### src/rtl/diabetes_pkg.sv
// Shared widths, feature indices, FSM states and model coefficients for the classifier.
package diabetes_pkg;

    localparam int unsigned FEAT_W    = 14;
    localparam int unsigned WEIGHT_W  = 16;
    localparam int unsigned ACC_W     = 32;
    localparam int unsigned N_FEAT    = 7;
    localparam int unsigned IDX_W     = 3;
    localparam int unsigned PROD_W    = WEIGHT_W + FEAT_W + 1;
    localparam int unsigned OUTCOME_W = 4;
    localparam int unsigned FEAT_MAX  = 9999;

    typedef enum logic [IDX_W-1:0] {
        PREGNANCIES    = 3'd0,
        GLUCOSE        = 3'd1,
        BLOOD_PRESSURE = 3'd2,
        SKIN_THICKNESS = 3'd3,
        INSULIN        = 3'd4,
        BMI            = 3'd5,
        AGE            = 3'd6
    } feature_e;

    typedef enum logic [1:0] {
        ST_IDLE,
        ST_MAC,
        ST_DECIDE
    } state_e;

    localparam logic signed [WEIGHT_W-1:0] W_PREGNANCIES    = WEIGHT_W'(32);
    localparam logic signed [WEIGHT_W-1:0] W_GLUCOSE        = WEIGHT_W'(9);
    localparam logic signed [WEIGHT_W-1:0] W_BLOOD_PRESSURE = WEIGHT_W'(-3);
    localparam logic signed [WEIGHT_W-1:0] W_SKIN_THICKNESS = WEIGHT_W'(0);
    localparam logic signed [WEIGHT_W-1:0] W_INSULIN        = WEIGHT_W'(-1);
    localparam logic signed [WEIGHT_W-1:0] W_BMI            = WEIGHT_W'(22);
    localparam logic signed [WEIGHT_W-1:0] W_AGE            = WEIGHT_W'(4);

    localparam logic signed [ACC_W-1:0] BIAS = ACC_W'(-2400);

    // Coefficient lookup by feature index; unused index 7 yields zero.
    function automatic logic signed [WEIGHT_W-1:0] weight_of(input logic [IDX_W-1:0] idx);
        case (feature_e'(idx))
            PREGNANCIES:    weight_of = W_PREGNANCIES;
            GLUCOSE:        weight_of = W_GLUCOSE;
            BLOOD_PRESSURE: weight_of = W_BLOOD_PRESSURE;
            SKIN_THICKNESS: weight_of = W_SKIN_THICKNESS;
            INSULIN:        weight_of = W_INSULIN;
            BMI:            weight_of = W_BMI;
            AGE:            weight_of = W_AGE;
            default:        weight_of = '0;
        endcase
    endfunction

    // Largest coefficient magnitude, used for the overflow bound below.
    function automatic longint max_abs_weight();
        longint m;
        longint w;
        m = 0;
        for (int i = 0; i < int'(N_FEAT); i++) begin
            w = longint'(weight_of(IDX_W'(i)));
            if (w < 0) w = -w;
            if (w > m) m = w;
        end
        return m;
    endfunction

    // Worst-case score magnitude must fit the signed accumulator without saturation.
    localparam longint SCORE_BOUND = max_abs_weight() * longint'(FEAT_MAX) * longint'(N_FEAT)
                                   + ((BIAS < 0) ? -longint'(BIAS) : longint'(BIAS));
    localparam bit SCORE_BOUND_OK = (SCORE_BOUND < (longint'(1) <<< (ACC_W - 1)));

endpackage

### src/rtl/diabetes_weight_rom.sv
// Combinational coefficient table: feature index to signed weight.
module diabetes_weight_rom
    import diabetes_pkg::*;
(
    input  logic        [IDX_W-1:0]    idx,
    output logic signed [WEIGHT_W-1:0] weight_c
);

    // Table lookup from the package coefficients.
    always_comb begin
        weight_c = weight_of(idx);
    end

endmodule

### src/rtl/diabetes_classifier.sv
// Sequential single-multiplier linear classifier producing a score and a BCD outcome digit.
module diabetes_classifier
    import diabetes_pkg::*;
(
    input  logic                       clock,
    input  logic                       reset,
    input  logic                       clear,
    input  logic                       start,
    input  logic [N_FEAT*FEAT_W-1:0]   features,
    output logic                       busy,
    output logic                       done,
    output logic signed [ACC_W-1:0]    score,
    output logic [OUTCOME_W-1:0]       outcome
);

    if (!SCORE_BOUND_OK) begin : g_bound_check
        $fatal(1, "diabetes_classifier: coefficients can overflow the accumulator");
    end

    state_e                           state_q, state_d;
    logic [N_FEAT-1:0][FEAT_W-1:0]    feat_q, feat_d;
    logic [IDX_W-1:0]                 idx_q, idx_d;
    logic signed [ACC_W-1:0]          acc_q, acc_d;
    logic signed [ACC_W-1:0]          score_q, score_d;
    logic [OUTCOME_W-1:0]             outcome_q, outcome_d;
    logic                             busy_q, busy_d;
    logic                             done_q, done_d;

    logic signed [WEIGHT_W-1:0]       weight_c;
    logic signed [FEAT_W:0]           feat_s_c;
    logic signed [PROD_W-1:0]         prod_c;

    diabetes_weight_rom u_weight_rom (
        .idx      (idx_q),
        .weight_c (weight_c)
    );

    // Signed product of the current weight and the zero-extended captured feature.
    always_comb begin
        feat_s_c = {1'b0, feat_q[idx_q]};
        prod_c   = PROD_W'(weight_c) * PROD_W'(feat_s_c);
    end

    // Next-state and datapath control for IDLE -> MAC -> DECIDE.
    always_comb begin
        state_d   = state_q;
        feat_d    = feat_q;
        idx_d     = idx_q;
        acc_d     = acc_q;
        score_d   = score_q;
        outcome_d = outcome_q;
        busy_d    = busy_q;
        done_d    = 1'b0;

        case (state_q)
            ST_IDLE: begin
                if (start) begin
                    feat_d  = features;
                    acc_d   = BIAS;
                    idx_d   = '0;
                    busy_d  = 1'b1;
                    state_d = ST_MAC;
                end
            end
            ST_MAC: begin
                acc_d = acc_q + ACC_W'(prod_c);
                if (idx_q == IDX_W'(N_FEAT - 1)) begin
                    idx_d   = '0;
                    state_d = ST_DECIDE;
                end else begin
                    idx_d = idx_q + IDX_W'(1);
                end
            end
            ST_DECIDE: begin
                score_d   = acc_q;
                outcome_d = (acc_q > 0) ? OUTCOME_W'(1) : OUTCOME_W'(0);
                done_d    = 1'b1;
                busy_d    = 1'b0;
                state_d   = ST_IDLE;
            end
            default: begin
                state_d = ST_IDLE;
            end
        endcase
    end

    // State register; the operator clear key aborts exactly like reset.
    always_ff @(posedge clock) begin
        if (reset || clear) begin
            state_q   <= ST_IDLE;
            feat_q    <= '0;
            idx_q     <= '0;
            acc_q     <= '0;
            score_q   <= '0;
            outcome_q <= '0;
            busy_q    <= 1'b0;
            done_q    <= 1'b0;
        end else begin
            state_q   <= state_d;
            feat_q    <= feat_d;
            idx_q     <= idx_d;
            acc_q     <= acc_d;
            score_q   <= score_d;
            outcome_q <= outcome_d;
            busy_q    <= busy_d;
            done_q    <= done_d;
        end
    end

    assign busy    = busy_q;
    assign done    = done_q;
    assign score   = score_q;
    assign outcome = outcome_q;

endmodule

### config.mk
export PLATFORM = sky130hd
export DESIGN_NAME = diabetes_classifier
export DESIGN_NICKNAME = d
export VERILOG_FILES = /design/src/rtl/diabetes_pkg.sv /design/src/rtl/diabetes_weight_rom.sv /design/src/rtl/diabetes_classifier.sv
export SDC_FILE = /design/constraint.sdc
export NUM_CORES = 1
export LEC_CHECK = 0
export ABC_AREA = 1
export BUFFER_PORTS_ARGS = -buffer_cell sky130_fd_sc_hd__buf_2
export CORE_ASPECT_RATIO = 1.75
export CORE_MARGIN = 2
export CORE_UTILIZATION = 40
export CTS_BUF_LIST = sky130_fd_sc_hd__clkbuf_16
export DETAILED_ROUTE_END_ITERATION = 12
export PLACE_DENSITY = 0.67
export SLEW_MARGIN = 25
export SYNTH_ARGS = -nofsm -noshare
export SYNTH_HDL_FRONTEND = slang
export SYNTH_SLANG_ARGS = --single-unit
export TNS_END_PERCENT = 50
### constraint.sdc
create_clock -name clock -period 15.9 [get_ports clock]
set_input_delay 0.795 -clock clock [delete_from_list [all_inputs] [get_ports clock]]
set_output_delay 0.795 -clock clock [all_outputs]
set_load 0.01 [all_outputs]
==> summary.txt <==
Outcome
  • Status: completed

Global route
  • Vias in the first global route: 12.8k
  • Pin count of the biggest net entering global routing: 100
  • Grt total ovfl: 0
  • Antenna violations before repair: 0
  • First-pass GRT wire length: ~67000 um
  • Gr usage total: a little under a quarter

Logic synthesis
  • Ys flop type: dfxtp_1
  • Area contributors post-synth: dfxtp_1, fa_1, inv_1
  • Post-synth top area share: about 24%
  • Most frequent cells after synthesis: inv_1, nand2_1, nor2_1
  • Asr flop ratio synth: 0%
  • Synth cell types: 52
  • Largest area contributor in the netlist: dfxtp_1
  • Register area share after synthesis: 24.1%
  • Synth Cell Area: around 14000 um2
  • Yosys reg bits: 170
  • Synth Area per Inst: around 7.5 um2
  • EDFF count, synth: 0
  • Most frequent cell after synthesis: inv_1
  • Synth warn: 0
  • Synth Instances: between 1.5k and 2k

Detailed routing
  • Routed wire length: roughly 43000 um
  • 1st-iter DRT viols: 597
  • ANT nets after route: 0
  • Detailed Routing Iterations Pass 1: 6
  • Vias per cell: approximately 4.9
  • DR DRC count: 0
  • Post-DR wirelength/cell: ~17 um
  • Via count: around 12k

Worst setup path
  • FF-to-FF End: acc_q[28]$_SDFFE_PP0P_
  • R2R cell count: 28
  • Crit path largest cell delay: approximately 800 ps
  • Worst R2R Setup Slack: 7810 ps
  • Critical Path Source Type: flip-flop
  • Crit-path max FO: 27
  • Crit path required time: 16260 ps
  • Critical path type: flip-flop to flip-flop
  • Reg-to-reg critical path startpoint: idx_q[0]$_SDFFE_PP0P_
  • Crit path DAT: roughly 8500 ps
  • CP dominant cell by count: inv_1
  • Critical Path Sink Type: flip-flop
  • Worst Setup SP: idx_q[0]$_SDFFE_PP0P_
  • CP max stage cell: fa_1

Hold path
  • Hold depth: 2
  • Hold endpoint: score[1]$_SDFFE_PP0P_
  • Min-delay src: score[1]$_SDFFE_PP0P_
  • HP Class: flip-flop to flip-flop

Die
  • Row cnt: 91
  • Num ports: between 100 and 150
  • Area of the core: roughly 35000 um2
  • Width of the chip: approximately 150 um
  • Initial Util: between 40% and 50%
  • Die ar.: ~37000 um2
  • Chip height: roughly 250 um

Placement
  • Placed Area: 15200 um2
  • GPL Wtd Cong: between 0.9 and 1
  • DP Worst Slack: 7860 ps
  • IO buf count: approximately 140
  • Final HPWL DP: around 35000 um

CTS
  • CTS tree: built
  • Post-CTS Repair Setup Buffers: 0
  • Worst-skew pair later-pin latency: around 460 ps
  • Post-CTS sizing: 0
  • Clock transition at the registers of the reported paths: roughly 70 ps
  • Sink Count: 170
  • CTS Buf Count: 17
  • CTS Root Cell: clkbuf_16
  • Hold buffers post-CTS: 0
  • CTS Buffer Depth: 2
  • H-Tree Depth: 4

STA
  • Slew headroom: 33.9%
  • Hold Vio Cnt, Final: 0
  • Period minus WS final: 8090 ps
  • RSZ-0062 raised after global routing: no
  • Max Freq: 124 MHz
  • Worst-margin pin slew: approximately 990 ps
  • Final worst path period share: a little over 50%
  • TNS Setup: 0 ps
  • Max-slew violations: 0
  • Setup violators final: 0
  • PnR worst setup slack: around 7800 ps
  • Worst Skew: 18.1 ps

Power
  • Leakage: 8.24 nW
  • Max VDD drop: approximately 70 uV
  • Pwr/cell area: about 67 nW/um2

Final layout
  • Area Growth Syn to Fin: 11.8%
  • Ant diodes: 0
  • Nets: approximately 2.3k
  • Share of layout cells above drive strength 1: a little under an eighth
  • Design Area, Final: around 16000 um2

Run
  • Number of max-cap violations: 0
## registers in the layout (all words and copies together) (netlist names)
signal	flops
feat_q	98
acc_q	32
score	32
idx_q	3
state_q	2
busy	1
done	1
outcome	1
## critical path, delay by kind of cell, from the launching register on
kind / cells / cell delay (ps)
and+or+nand+nor: 10 / 1770
AOI/OAI and AO/OA: 3 / 720
DFF: 1 / 460
adders and majority gates: 7 / 3930
buffers and inverters: 8 / 1120
## kinds of logic after synthesis
kind of cell | Yosys count | synth area share (%)
AO/OA/AOI/OAI | 261 | 10.8
XOR/XNOR | 10 | 0.620
adder cells (fa/ha/maj) | 238 | 29.7
buffers and inverters | 476 | 13.2
flip-flops | 170 | 24.1
other | 1 | 0.0265
AND/OR/NAND/NOR | 738 | 21.5
## per-stage QoR
step,cells,util [%],total power [mW],hold slack [ps]
floorplan,1896,-,0.548,430
global placement,2441,43.2,0.597,438
detailed placement,2441,43.2,0.599,446
CTS,2473,45.0,1.06,466
global route,2473,45.0,1.09,488
finish,2473,45.0,1.05,460
## how the worst max path moves through the flow
stage                                         to  slack (ps)  cells past startpoint
final                     acc_q[28]$_SDFFE_PP0P_        7810                     28
after detailed placement  acc_q[28]$_SDFFE_PP0P_        7860                     28
after CTS                 acc_q[28]$_SDFFE_PP0P_        7770                     28
after global routing      acc_q[31]$_SDFFE_PP0P_        7320                     30
after floorplan           acc_q[27]$_SDFFE_PP0P_        9550                     30
after global placement    acc_q[28]$_SDFFE_PP0P_        7910                     28
## placed cells by master, fill, tap and decap left out, types with 9 or more instances in the layout
| master | n |
|---|---|
| nand4_1 | 17 |
| ha_1 | 76 |
| nor2_2 | 12 |
| a21oi_1 | 64 |
| buf_2 | 136 |
| inv_1 | 397 |
| o21ai_0 | 140 |
| dfxtp_1 | 170 |
| nand3_1 | 54 |
| inv_2 | 12 |
| nand2_1 | 340 |
| nor2_4 | 9 |
| a22oi_1 | 16 |
| fa_1 | 162 |
| nor2_1 | 282 |
| clkbuf_16 | 17 |
## report_power, final
part	internal (mW)	switching, mW	total (mW)
clock network	0.254	0.207	0.461
logic	0.0468	0.0893	0.136
registers	0.441	0.0129	0.454
total	0.742	0.309	1.05
## metal layers
metal	GRT usage, %	vias up	routed length, um
li1	-	5943	-
met1	22.7	5730	14600
met2	45.5	338	23100
met3	2.91	139	1520
met4	18.4	0	3670
met5	0	-	0
## final cells by class
cell class                      instances  area, um2
Timing Repair Buffer                  143        733
Fill cell                            3637      19300
Sequential cell                       170       3400
Inverter                              413       1560
Clock inverter                         15        204
Clock buffer                           17        425
Tap cell                              465        582
Multi-Input combinational cell       1250       8880
Note: power is estimated with default switching activity, not from simulation.
